`src/rtl/oq_sram_read_scheduler_if.sv`:
```
// Handshake/status bundle between the OQ SRAM read scheduler and its neighbours.
// master = scheduler side, slave = writer / SRAM read controller / port side.
interface oq_sram_read_scheduler_if #(
    parameter int NUM_QUEUES = 5,
    parameter int CNT_W      = 8
);
    logic                        wr_pkt_done;
    logic [NUM_QUEUES-1:0]       wr_pkt_oq;
    logic [NUM_QUEUES-1:0]       port_ready;
    logic                        rd_valid;
    logic                        rd_ack;
    logic                        rd_last;
    logic [NUM_QUEUES-1:0]       rd_grant;
    logic [NUM_QUEUES-1:0]       q_full;
    logic [NUM_QUEUES*CNT_W-1:0] pkt_count;
    logic                        overflow;

    modport master (
        input  wr_pkt_done, wr_pkt_oq, port_ready, rd_ack, rd_last,
        output rd_valid, rd_grant, q_full, pkt_count, overflow
    );

    modport slave (
        output wr_pkt_done, wr_pkt_oq, port_ready, rd_ack, rd_last,
        input  rd_valid, rd_grant, q_full, pkt_count, overflow
    );
endinterface

```
`src/rtl/oq_sram_read_scheduler.sv`:
```
// Round-robin, packet-granular SRAM read scheduler for the output queues.
// Optional: define OQ_SCHED_STATS_EN to add the served_total packet counter.
module oq_sram_read_scheduler #(
    parameter int NUM_QUEUES = 5,
    parameter int CNT_W      = 8,
    parameter int MAX_PKTS   = 255
) (
    input  logic clk,
    input  logic resetn,
`ifdef OQ_SCHED_STATS_EN
    output logic [31:0] served_total,
`endif
    oq_sram_read_scheduler_if.master bus
);
    localparam int PTR_W = (NUM_QUEUES > 1) ? $clog2(NUM_QUEUES) : 1;
    localparam logic [CNT_W-1:0] MAX_C = CNT_W'(MAX_PKTS);

    typedef enum logic {IDLE, SERVE} state_t;

    state_t                 state;
    logic [PTR_W-1:0]       rr_ptr;
    logic [PTR_W-1:0]       gnt_idx;
    logic [PTR_W-1:0]       rr_nxt;
    logic [PTR_W-1:0]       pick;
    logic                   found;
    logic                   sel_ok;
    logic                   done_pkt;
    logic [CNT_W-1:0]       cnt     [NUM_QUEUES];
    logic [CNT_W-1:0]       cnt_nxt [NUM_QUEUES];
    logic [NUM_QUEUES-1:0]  inc, dec, sat, elig;

    assign sel_ok   = $onehot(bus.wr_pkt_oq);
    // rd_ack without an outstanding rd_valid is ignored
    assign done_pkt = (state == SERVE) & bus.rd_valid
                    & bus.rd_ack & bus.rd_last;
    assign rr_nxt   = (gnt_idx == PTR_W'(NUM_QUEUES - 1))
                    ? '0 : gnt_idx + PTR_W'(1);

    always_comb begin
        for (int i = 0; i < NUM_QUEUES; i++) begin
            inc[i]     = bus.wr_pkt_done & sel_ok & bus.wr_pkt_oq[i];
            dec[i]     = done_pkt & (gnt_idx == PTR_W'(i));
            sat[i]     = inc[i] & ~dec[i] & (cnt[i] == MAX_C);
            elig[i]    = (cnt[i] != '0) & bus.port_ready[i];
            cnt_nxt[i] = cnt[i];
            if (inc[i] & ~dec[i] & ~sat[i])
                cnt_nxt[i] = cnt[i] + CNT_W'(1);
            else if (dec[i] & ~inc[i])
                cnt_nxt[i] = cnt[i] - CNT_W'(1);
        end
    end

    // Closest eligible queue at or after rr_ptr, distance taken modulo NUM_QUEUES
    always_comb begin
        int best_d;
        int d;
        found  = 1'b0;
        pick   = '0;
        best_d = NUM_QUEUES;
        for (int i = 0; i < NUM_QUEUES; i++) begin
            d = i - int'(rr_ptr);
            if (d < 0)
                d = d + NUM_QUEUES;
            if (elig[i] && d < best_d) begin
                best_d = d;
                pick   = PTR_W'(i);
                found  = 1'b1;
            end
        end
    end

    always_comb begin
        bus.pkt_count = '0;
        for (int i = 0; i < NUM_QUEUES; i++)
            bus.pkt_count[i*CNT_W +: CNT_W] = cnt[i];
    end

    always_ff @(posedge clk or negedge resetn) begin
        if (!resetn) begin
            state        <= IDLE;
            rr_ptr       <= '0;
            gnt_idx      <= '0;
            bus.rd_valid <= 1'b0;
            bus.rd_grant <= '0;
            bus.q_full   <= '0;
            bus.overflow <= 1'b0;
            for (int i = 0; i < NUM_QUEUES; i++)
                cnt[i] <= '0;
`ifdef OQ_SCHED_STATS_EN
            served_total <= '0;
`endif
        end else begin
            for (int i = 0; i < NUM_QUEUES; i++) begin
                cnt[i]        <= cnt_nxt[i];
                bus.q_full[i] <= (cnt_nxt[i] == MAX_C);
            end
            if (bus.wr_pkt_done & (~sel_ok | (|sat)))
                bus.overflow <= 1'b1;
            unique case (state)
                IDLE: begin
                    bus.rd_valid <= 1'b0;
                    if (found) begin
                        state        <= SERVE;
                        gnt_idx      <= pick;
                        bus.rd_grant <= NUM_QUEUES'(1) << pick;
                    end else begin
                        bus.rd_grant <= '0;
                    end
                end
                SERVE: begin
                    if (done_pkt) begin
                        state        <= IDLE;
                        rr_ptr       <= rr_nxt;
                        bus.rd_valid <= 1'b0;
                        bus.rd_grant <= '0;
`ifdef OQ_SCHED_STATS_EN
                        served_total <= served_total + 32'd1;
`endif
                    end else begin
                        bus.rd_valid <= |(bus.port_ready & bus.rd_grant);
                    end
                end
                default: state <= IDLE;
            endcase
        end
    end
endmodule

```
`src/flat_wrapper.sv`:
```
// flat-port wrapper written by rule: the top's interface ports become plain ports
module oq_sram_read_scheduler_flat 
#(
    parameter int NUM_QUEUES = 5,
    parameter int CNT_W      = 8,
    parameter int MAX_PKTS   = 255
)
  (clk, resetn, bus_wr_pkt_done, bus_wr_pkt_oq, bus_port_ready, bus_rd_ack, bus_rd_last, bus_rd_valid, bus_rd_grant, bus_q_full, bus_pkt_count, bus_overflow);
  oq_sram_read_scheduler_if #(.NUM_QUEUES(NUM_QUEUES), .CNT_W(CNT_W)) bus_i ();
  input  logic clk;
  input  logic resetn;
  input wire logic [$bits(bus_i.wr_pkt_done)-1:0] bus_wr_pkt_done;
  input wire logic [$bits(bus_i.wr_pkt_oq)-1:0] bus_wr_pkt_oq;
  input wire logic [$bits(bus_i.port_ready)-1:0] bus_port_ready;
  input wire logic [$bits(bus_i.rd_ack)-1:0] bus_rd_ack;
  input wire logic [$bits(bus_i.rd_last)-1:0] bus_rd_last;
  output wire logic [$bits(bus_i.rd_valid)-1:0] bus_rd_valid;
  output wire logic [$bits(bus_i.rd_grant)-1:0] bus_rd_grant;
  output wire logic [$bits(bus_i.q_full)-1:0] bus_q_full;
  output wire logic [$bits(bus_i.pkt_count)-1:0] bus_pkt_count;
  output wire logic [$bits(bus_i.overflow)-1:0] bus_overflow;
  assign bus_i.wr_pkt_done = bus_wr_pkt_done;
  assign bus_i.wr_pkt_oq = bus_wr_pkt_oq;
  assign bus_i.port_ready = bus_port_ready;
  assign bus_i.rd_ack = bus_rd_ack;
  assign bus_i.rd_last = bus_rd_last;
  assign bus_rd_valid = bus_i.rd_valid;
  assign bus_rd_grant = bus_i.rd_grant;
  assign bus_q_full = bus_i.q_full;
  assign bus_pkt_count = bus_i.pkt_count;
  assign bus_overflow = bus_i.overflow;
  oq_sram_read_scheduler #(.NUM_QUEUES(NUM_QUEUES), .CNT_W(CNT_W), .MAX_PKTS(MAX_PKTS)) u_core (.clk(clk), .resetn(resetn), .bus(bus_i));
endmodule
```
`config.mk`:
```
export PLATFORM = sky130hd
export DESIGN_NAME = oq_sram_read_scheduler_flat
export DESIGN_NICKNAME = d
export VERILOG_FILES = /design/src/rtl/oq_sram_read_scheduler_if.sv /design/src/rtl/oq_sram_read_scheduler.sv /design/src/flat_wrapper.sv
export SDC_FILE = /design/constraint.sdc
export NUM_CORES = 1
export LEC_CHECK = 0
export BUFFER_PORTS_ARGS = -buffer_cell sky130_fd_sc_hd__buf_2
export CORE_MARGIN = 10
export CORE_UTILIZATION = 55
export CTS_BUF_LIST = sky130_fd_sc_hd__clkbuf_4 sky130_fd_sc_hd__clkbuf_8
export DETAILED_ROUTE_END_ITERATION = 12
export GPL_TIMING_DRIVEN = 0
export PLACE_DENSITY = 0.83
export SLEW_MARGIN = 20
export SYNTH_ARGS = -nofsm -noshare
export SYNTH_HDL_FRONTEND = slang
export SYNTH_SLANG_ARGS = --single-unit
```
`constraint.sdc`:
```
create_clock -name clk -period 11.4 [get_ports clk]
set_input_delay 1.71 -clock clk [delete_from_list [all_inputs] [get_ports clk]]
set_output_delay 1.71 -clock clk [all_outputs]
set_load 0.02 [all_outputs]
```
==> qor.txt <==
Run status: finished clean
Hold Path Depth: 1
Worst Max-Slew Pin Slew: 1.002 ns
CTS sink cnt: 59
Pin count of the biggest net entering global routing: 60
Post-DP HPWL: 13.08 mm
Worst reg2reg startpoint: u_core.rr_ptr[2]
Setup ws final: 0.3769 ns
Slew headroom: 0.3279
Placed cell area: 6555 um2
Initial antenna violation count: 0
R2R depth: 52
DP Worst Slack: -2.038 ns
Seq. cell area: 1480 um2
H-Tree Depth: 3
M3 GR Usage: 0.04468
R2R Setup Slk: 0.38 ns
Drt drc: 0
Post-synthesis cell area: 6028 um2
Tcrit/Tclk final: 0.9669
WP buf/inv: 9
Clk Latency, worst-skew pair: 0.35 ns
Critical Path AT: 11.26 ns
Maximum capacitance violations: 0
Row Count: 38
Number of global-route vias before repair: 6,068
EDFF count, synth: 0
DRT Pass-1 Iters: 5
Critical path's slowest cell: a2111o_2
Port Buffers: 66
Startpoint class of the critical path: flip-flop
GPL Wtd Cong: 0.9476
Distinct cells, synth: 77
M1 GR Usage: 0.2436
GRT Util Overall: 0.2100
Hold Crit Start: u_core.bus.overflow
Ant diodes: 0
Final Non-Filler Cells: 954
Hold EP: u_core.bus.overflow
Peak Freq: 90.72 MHz
Worst path depth: 52
# fillers: 815
Wire per inst: 18.06 um
Die span in x: 124.7 um
Root buffer cell: clkbuf_8
Reg2Reg Capture Point: u_core.bus.rd_grant[2]
Worst path max stage delay: 0.50 ns
Syn_area_per_cell: 8.384 um2
Yosys warnings: 0
Multi-input gate area: 4547 um2
Post-synth ARST share: 1.000
Grt ovf: 0
Global-route wire length before repair: 28.41 mm
Initial Util: 0.5585
Vias per cell: 6.348
Via count: 6,056
Clock Tree Buf Depth: 2
Skew final: 0.01089 ns
Die height: 124.7 um
Routed wire length: 17.23 mm
Antenna violation net count after detailed routing: 0
Crit Path Class: flip-flop to flip-flop
Delay-heaviest family, CP: compound AO/OA/AOI/OAI gates
Main synth FF type: dfrtp_1
Worst hold slack: 0.4781 ns
I/O pin total: 67
CP startpoint: u_core.rr_ptr[2]
Worst endpoint required time: 11.63 ns
Synthesis-to-finish area growth: 17.58%
Fraction of layout cells with a size suffix above 1: 0.1929
Post-synthesis sequential area ratio: 0.2449
Final Max Slew Viols: 0
Fin area: 7088 um2
Worst setup EP type: flip-flop
Crit path max fanout: 10
Hold crit path type: flip-flop to flip-flop
Syn Inst Count: 719
Dpl cells: 930
CTS Buf Count: 9
CTS tree: built
Final Hold Vio Count: 0
# setup viols final: 0
Core Area: 10,790 um2
Iteration-0 DRC Markers: 417
GRT busiest layer: met2
Flops & latches, synth: 59
Clk pin slew, worst setup/hold paths: 0.07 ns
Nets: 906
Hold buffers post-CTS: 0
Die ar.: 15,550 um2
Min cycle time layout: 11.02 ns
M2 GR Usage: 0.3710
-- through the flow --
stage	setup TNS (ns)	utilization
floorplan	0	-
global placement	-13.99	0.6071
detailed placement	-16.95	0.6074
CTS	0	0.6451
global route	-0.09196	0.6567
finish	0	0.6567
-- cells by family (layout without fill, tap and decap cells) --
group	count (synthesis)	count (layout)	synth area share
AOI/OAI and AO/OA	191	191	0.2227
xor gates and xnor gates	43	43	0.06247
adders and majority gates	82	82	0.1727
buffers and inverters	52	142	0.03487
DFF	59	59	0.2449
muxes	5	5	0.008510
other	1	6	0.0006221
and+or+nand+nor	286	286	0.2532
-- state kept, by name, indices dropped and copies added, names as in the netlist --
register              flops
u_core.bus.rd_grant       5
u_core.rr_ptr             3
u_core.gnt_idx            3
u_core.bus.pkt_count     40
u_core.bus.rd_valid       1
u_core.bus.overflow       1
u_core.state              1
u_core.bus.q_full         5
-- layout by cell type, fill, tap and decap left out, types with 19 or more instances in the layout --
cell | netlist | final
a21o_1 | 19 | 19
a21oi_1 | 41 | 36
buf_2 | 3 | 67
dfrtp_1 | 59 | 56
ha_1 | 80 | 75
inv_1 | 32 | 30
nand2_1 | 60 | 58
nand3_1 | 31 | 30
nand4_1 | 24 | 24
nor2_1 | 50 | 47
nor3_1 | 21 | 19
o21ai_0 | 36 | 28
xnor2_1 | 30 | 30
-- per-layer routing --
| metal | part of all wire | wire, um | vias to the layer above |
|---|---|---|---|
| li1 | - | - | 2870 |
| met1 | 0.41 | 7038 | 2915 |
| met2 | 0.50 | 8617 | 234 |
| met3 | 0.067 | 1149 | 37 |
| met4 | 0.024 | 421 | 0 |
| met5 | 0 | 0 | - |
-- worst max-delay path by stage --
stage                             endpoint  slack, ns
floorplan           u_core.bus.rd_grant[2]       0.17
global placement    u_core.bus.rd_grant[2]      -1.70
detailed placement  u_core.bus.rd_grant[2]      -2.04
CTS                 u_core.bus.rd_grant[2]       0.03
global route        u_core.bus.rd_grant[2]      -0.06
finish              u_core.bus.rd_grant[2]       0.38
-- area by class of cell --
type / instances / share of cell area
clock buffer: 13 / 0.02436
clock inverter: 3 / 0.009709
timing repair buffer: 75 / 0.05649
tap: 140 / 0.02471
buffer: 18 / 0.01553
multi-input combinational: 613 / 0.6415
sequential: 59 / 0.2088
inverter: 33 / 0.01889
-- cell usage after synthesis, drive strengths merged, types with 4 or more instances --
master,n,share of area
clkbuf,14,0.0087
nand3,31,0.026
nor2,50,0.031
a211oi,14,0.018
buf,5,0.0056
and3,17,0.018
o22ai,4,0.0052
mux2i,4,0.0066
o21ai,39,0.032
nor2b,7,0.0073
nand3b,7,0.0087
xnor2,30,0.044
a31oi,11,0.011
a21oi,43,0.037
o31ai,7,0.0087
and4,4,0.0058
and2,4,0.0042
a21boi,5,0.0062
a21o,19,0.024
nor3,23,0.022
o211ai,5,0.0062
nand2,60,0.037
dfrtp,59,0.24
or2,4,0.0042
o211a,4,0.0066
o21a,4,0.0050
nand2b,17,0.018
nor4,7,0.0073
nand4,24,0.025
a22oi,4,0.0050
xor2,13,0.019
nor3b,11,0.014
inv,32,0.020
or3,10,0.011
ha,80,0.17
-- what timing repair did --
| action | 4_1_cts | 5_1_grt |
|---|---|---|
| setup endpoints to repair | 9 | 9 |
| buffers inserted | 8 | 1 |
| pin swaps | 5 | 6 |
| resized for setup | 32 | 32 |
Power is not shown: default switching activity piles up to over one toggle a cycle in this logic, so the estimate is an artifact.
